### config.mk
export PLATFORM = sky130hd
export DESIGN_NAME = handshake_fifo
export DESIGN_NICKNAME = d
export VERILOG_FILES = /design/src/rtl/handshake_pkg.sv /design/src/rtl/handshake_ptr.sv /design/src/rtl/handshake_fifo.sv
export SDC_FILE = /design/constraint.sdc
export NUM_CORES = 1
export LEC_CHECK = 0
export CORE_MARGIN = 8
export CORE_UTILIZATION = 53
export DETAILED_ROUTE_END_ITERATION = 10
export MAX_ROUTING_LAYER = met4
export PLACE_DENSITY = 0.8
export SLEW_MARGIN = 40
export SYNTH_ARGS = -nofsm -noshare
export SYNTH_HDL_FRONTEND = slang
export SYNTH_HIERARCHICAL = 1
export SYNTH_SLANG_ARGS = --single-unit
export TNS_END_PERCENT = 100
### constraint.sdc
create_clock -name clk -period 3.88 [get_ports clk]
set_input_delay 1.164 -clock clk [delete_from_list [all_inputs] [get_ports clk]]
set_output_delay 1.164 -clock clk [all_outputs]
set_load 0.01 [all_outputs]
### src/rtl/handshake_pkg.sv
// Shared constants and sizing helpers for the handshake buffer family.
package handshake_pkg;

   localparam int DEFAULT_WIDTH = 4;
   localparam int DEFAULT_DEPTH = 4;

   function automatic int ptr_width(input int depth);
      return $clog2(depth);
   endfunction

   function automatic int count_width(input int depth);
      return $clog2(depth + 1);
   endfunction

   // Kept for users of the older single-register handshake block
   typedef logic [$clog2(DEFAULT_DEPTH + 1)-1:0] count_t;

endpackage

### src/rtl/handshake_ptr.sv
// Wrapping pointer register; rolls over through natural binary overflow.
module handshake_ptr #(
   parameter int W = 2
) (
   input  logic         clk,
   input  logic         rst,
   input  logic         clr,
   input  logic         en,
   output logic [W-1:0] value
);

   always_ff @(posedge clk) begin
      if (rst || clr)
         value <= '0;
      else if (en)
         value <= value + W'(1);
   end

endmodule

### src/rtl/handshake_fifo.sv
// Valid/ready FIFO with first-word fall-through, fill count and synchronous flush.
module handshake_fifo
   import handshake_pkg::*;
#(
   parameter int WIDTH = DEFAULT_WIDTH,
   parameter int DEPTH = DEFAULT_DEPTH
) (
   input  logic                         clk,
   input  logic                         rst,
   input  logic                         flush,
   input  logic [WIDTH-1:0]             data_in,
   input  logic                         valid_in,
   output logic                         ready_out,
   output logic [WIDTH-1:0]             data_out,
   output logic                         valid_out,
   input  logic                         ready_in,
   output logic [$clog2(DEPTH+1)-1:0]   count
);

   localparam int PW = ptr_width(DEPTH);
   localparam int CW = count_width(DEPTH);

   logic [WIDTH-1:0] mem [DEPTH];
   logic [PW-1:0]    wr_ptr;
   logic [PW-1:0]    rd_ptr;
   logic             full;
   logic             empty;
   logic             push;
   logic             pop;

   // ready_out depends only on registered state and rst, never on ready_in
   assign full      = (count == CW'(DEPTH));
   assign empty     = (count == '0);
   assign ready_out = !full && !rst;
   assign valid_out = !empty;
   assign data_out  = empty ? '0 : mem[rd_ptr];
   assign push      = valid_in && ready_out;
   assign pop       = valid_out && ready_in;

   handshake_ptr #(.W(PW)) u_wr_ptr (
      .clk   (clk),
      .rst   (rst),
      .clr   (flush),
      .en    (push),
      .value (wr_ptr)
   );

   handshake_ptr #(.W(PW)) u_rd_ptr (
      .clk   (clk),
      .rst   (rst),
      .clr   (flush),
      .en    (pop),
      .value (rd_ptr)
   );

   always_ff @(posedge clk) begin
      if (push && !flush)
         mem[wr_ptr] <= data_in;
   end

   always_ff @(posedge clk) begin
      if (rst || flush)
         count <= '0;
      else begin
         case ({push, pop})
            2'b10:   count <= count + CW'(1);
            2'b01:   count <= count - CW'(1);
            default: count <= count;
         endcase
      end
   end

endmodule
==> out/results.ini <==
[outcome]
outcome=finished clean

[worst_setup_path]
r2r-start=count[2]
cp_slowest_cell=sky130_fd_sc_hd__clkdlybuf4s50_1
cp_common_cell=sky130_fd_sc_hd__clkdlybuf4s50_1
critical-path-max-stage-delay_ns=0.61
critPathArrivalTime_ns=2.50
worst-endpoint-required_ns=2.72
setup.worst_path.start=rst
worst-setup-path-type=input pin to output pin
r2r.worst_path.cells=8
crit_path_cell_trace=clkdlybuf4s50_1 > a31oi_1 > clkdlybuf4s50_1
critical_path.endpoint_type=output pin
crit_path_max_fanout=3
critical_path.startpoint_type=input pin

[sta]
layout_min_cycle_time_ns=3.66
setup_repair_after_global_routing_missed_its_margin=false
post-route-period-util_pct=94.4
setup_total_negative_slack_ns=0
setup_viol=0
slew_viols_final=0
final_hold_viol_count=0
timing.hold.ws_ns=0.575
fmaxAchievable_ghz=0.273
timing.max_slew.rel_slack_pct=51.7
worst_slew_pin_slew_ns=0.719
fin_skew_ns=0.00476

[clock_tree]
clock_tree_from_tritoncts=done
clock_sink_count=23
path_clk_slew_ns=0.12
cts_root_buf=sky130_fd_sc_hd__clkbuf_4
cts.htree.levels=1
cts-resized-gates=0
number_of_clock_buffers_inserted_by_tritoncts=3
cts_setup_buffers=0
cts_hold_buffers=0
clock_latency_ns=0.31
clock_path_buffers=2

[drt]
routed_wirelength_normalized_by_instance_count_um=16.6
antenna_left=0
detail_route.iter0.violations=19
drtPass1Iterations=6
via_count=665
totalWireLength_um=1950
remaining_drc_errors=0
routed_via_density=5.68

[global_routing]
gr-total-overflow=0
grt_antenna_before_repair=0
wire_length_of_the_first_global_routing_pass_um=3170
grt_use_total_pct=12.6
grt_pass1_vias=674
pin_count_of_the_biggest_net_entering_global_routing=14

[logic_synthesis]
post_synth_main_area_contributors=sky130_fd_sc_hd__edfxtp_1 48%, sky130_fd_sc_hd__dfxtp_1 14%, sky130_fd_sc_hd__mux4_1 5.2%
netlist.top_cell.by_area=sky130_fd_sc_hd__edfxtp_1
synth-seq-cells=23
syn_nets=81
synth_seq_area_share_pct=61.8
synth_ff_type=sky130_fd_sc_hd__edfxtp_1
synth-edff-count=16
synthDominantCellAreaShare_pct=47.8
async_flop_share_pct=0
syn_area_per_cell_um2=14.4
yosys_warnings=6
netlist_area_um2=1000
synth_cell_types=23
netlist_instances=70

[hold_path]
min_from=count[2]
worst_hold_path_type=register to register
whs_path_depth=2

[floorplan]
num_rows=15
initial_standard_cell_utilization_of_the_core_pct=57.0
die-area_um2=3550
io_pins=18
placeableCoreArea_um2=1760
floorplan.die.height_um=59.5
die_w_um=59.5

[finish]
seqCellArea_um2=621
design.final.nets=104
synthesis_to_finish_area_growth_pct=23.5
fillerInstances=146
fin_cells=117
antenna_cells=0
drive_above_1_share_pct=9.78
fin_area_um2=1240
multi_input_combinational_cell_area_um2=358

[placed_design]
port_buffers=17
dp.final_hpwl_um=1510
postPlaceCellArea_um2=1210
gpl.final_weighted_congestion=0.794
dp_cells=113

[flow_run]
cap_viol_max_count=0

[pwr]
power.leakage_nw=0.385
cellPowerDensity_nw_per_um2=338
peakVddDrop_mv=0.262

[synthesized netlist by cell type (5+ instances only)]
cell / number
sky130_fd_sc_hd__inv_1: 7
sky130_fd_sc_hd__nor3_1: 9
sky130_fd_sc_hd__dfxtp_1: 7
sky130_fd_sc_hd__edfxtp_1: 16
sky130_fd_sc_hd__nor2b_1: 5
[worst max-delay path: cells and delay by family]
kind	cells	cell delay, ns
compound gates	1	0.30
buf+inv	2	1.04
[power by group]
group,switching [mW],internal (mW),total [mW]
clock,0.0719,0.0386,0.110
sequential,0.00270,0.265,0.268
combinational,0.0195,0.0219,0.0414
[layout by cell type, fill, tap and decap left out]
cell / synthesis / layout
sky130_fd_sc_hd__clkdlybuf4s50_1: 0 / 17
sky130_fd_sc_hd__edfxtp_1: 16 / 16
sky130_fd_sc_hd__nor3_1: 9 / 9
sky130_fd_sc_hd__inv_1: 7 / 7
sky130_fd_sc_hd__dfxtp_1: 7 / 7
sky130_fd_sc_hd__nor2b_1: 5 / 5
sky130_fd_sc_hd__clkbuf_4: 0 / 3
sky130_fd_sc_hd__mux4_2: 2 / 2
sky130_fd_sc_hd__mux4_1: 2 / 2
sky130_fd_sc_hd__nor2_1: 2 / 2
sky130_fd_sc_hd__xor2_1: 2 / 2
sky130_fd_sc_hd__xnor2_1: 2 / 2
sky130_fd_sc_hd__a21bo_1: 2 / 2
sky130_fd_sc_hd__nand3b_1: 2 / 2
sky130_fd_sc_hd__a211oi_2: 2 / 2
sky130_fd_sc_hd__a31oi_1: 1 / 1
sky130_fd_sc_hd__nand2_1: 1 / 1
sky130_fd_sc_hd__o311ai_1: 1 / 1
sky130_fd_sc_hd__and2_1: 1 / 1
sky130_fd_sc_hd__a21oi_1: 1 / 1
sky130_fd_sc_hd__o21ai_0: 1 / 1
sky130_fd_sc_hd__or3_1: 1 / 1
sky130_fd_sc_hd__a21boi_0: 1 / 1
sky130_fd_sc_hd__fa_1: 1 / 1
sky130_fd_sc_hd__ha_1: 1 / 1
sky130_fd_sc_hd__clkinv_2: 0 / 1
sky130_fd_sc_hd__buf_4: 0 / 1
[path summary, 6_finish.rpt]
check | to | slack [ns]
max reg2reg | count[2] | 1.53
min | count[2] | 0.58
min reg2reg | count[2] | 0.58
max | ready_out | 0.22
[cell type report]
class	count	share of cell area, %
flip-flops and latches	23	50.0
multi-input cells	40	28.8
repair buffers	18	14.3
well taps	25	2.52
inverters	7	2.12
clock buffers	3	1.81
clock inverters	1	0.403
[state kept, by name, summed over array words and instances (netlist names)]
register        count
u_rd_ptr/value      2
u_wr_ptr/value      2
count               3
mem                16
[logic make-up after synthesis]
| logic type | Yosys count | share of synthesized area [%] |
|---|---|---|
| AOI/OAI and AO/OA | 9 | 7.72 |
| buffers and inverters | 7 | 2.62 |
| muxes | 4 | 9.71 |
| adders and majority gates | 2 | 3.24 |
| xor gates and xnor gates | 4 | 3.49 |
| DFF | 23 | 61.8 |
| and+or+nand+nor | 21 | 11.5 |
[routing by layer]
layer | GRT usage, % | share of wire, % | wire [µm] | up-vias
met5 | - | 0 | 0 | -
li1 | - | - | - | 309
met3 | 1.95 | 5.4 | 106 | 4
met4 | 7.14 | 1.5 | 29 | 0
met1 | 13.0 | 39 | 751 | 325
met2 | 22.0 | 54 | 1060 | 27
[metrics by stage]
| step | setup slack [ns] | power [mW] | util, % |
|---|---|---|---|
| finish | 0.215 | 0.420 | 70.4 |
| global route | 0.211 | 0.436 | 70.4 |
| CTS | 0.253 | 0.423 | 70.4 |
| detailed placement | 0.260 | 0.315 | 68.8 |
| global placement | 0.347 | 0.313 | 68.8 |
| floorplan | 1.19 | 0.290 | - |
(Power assumes the default switching activity.)
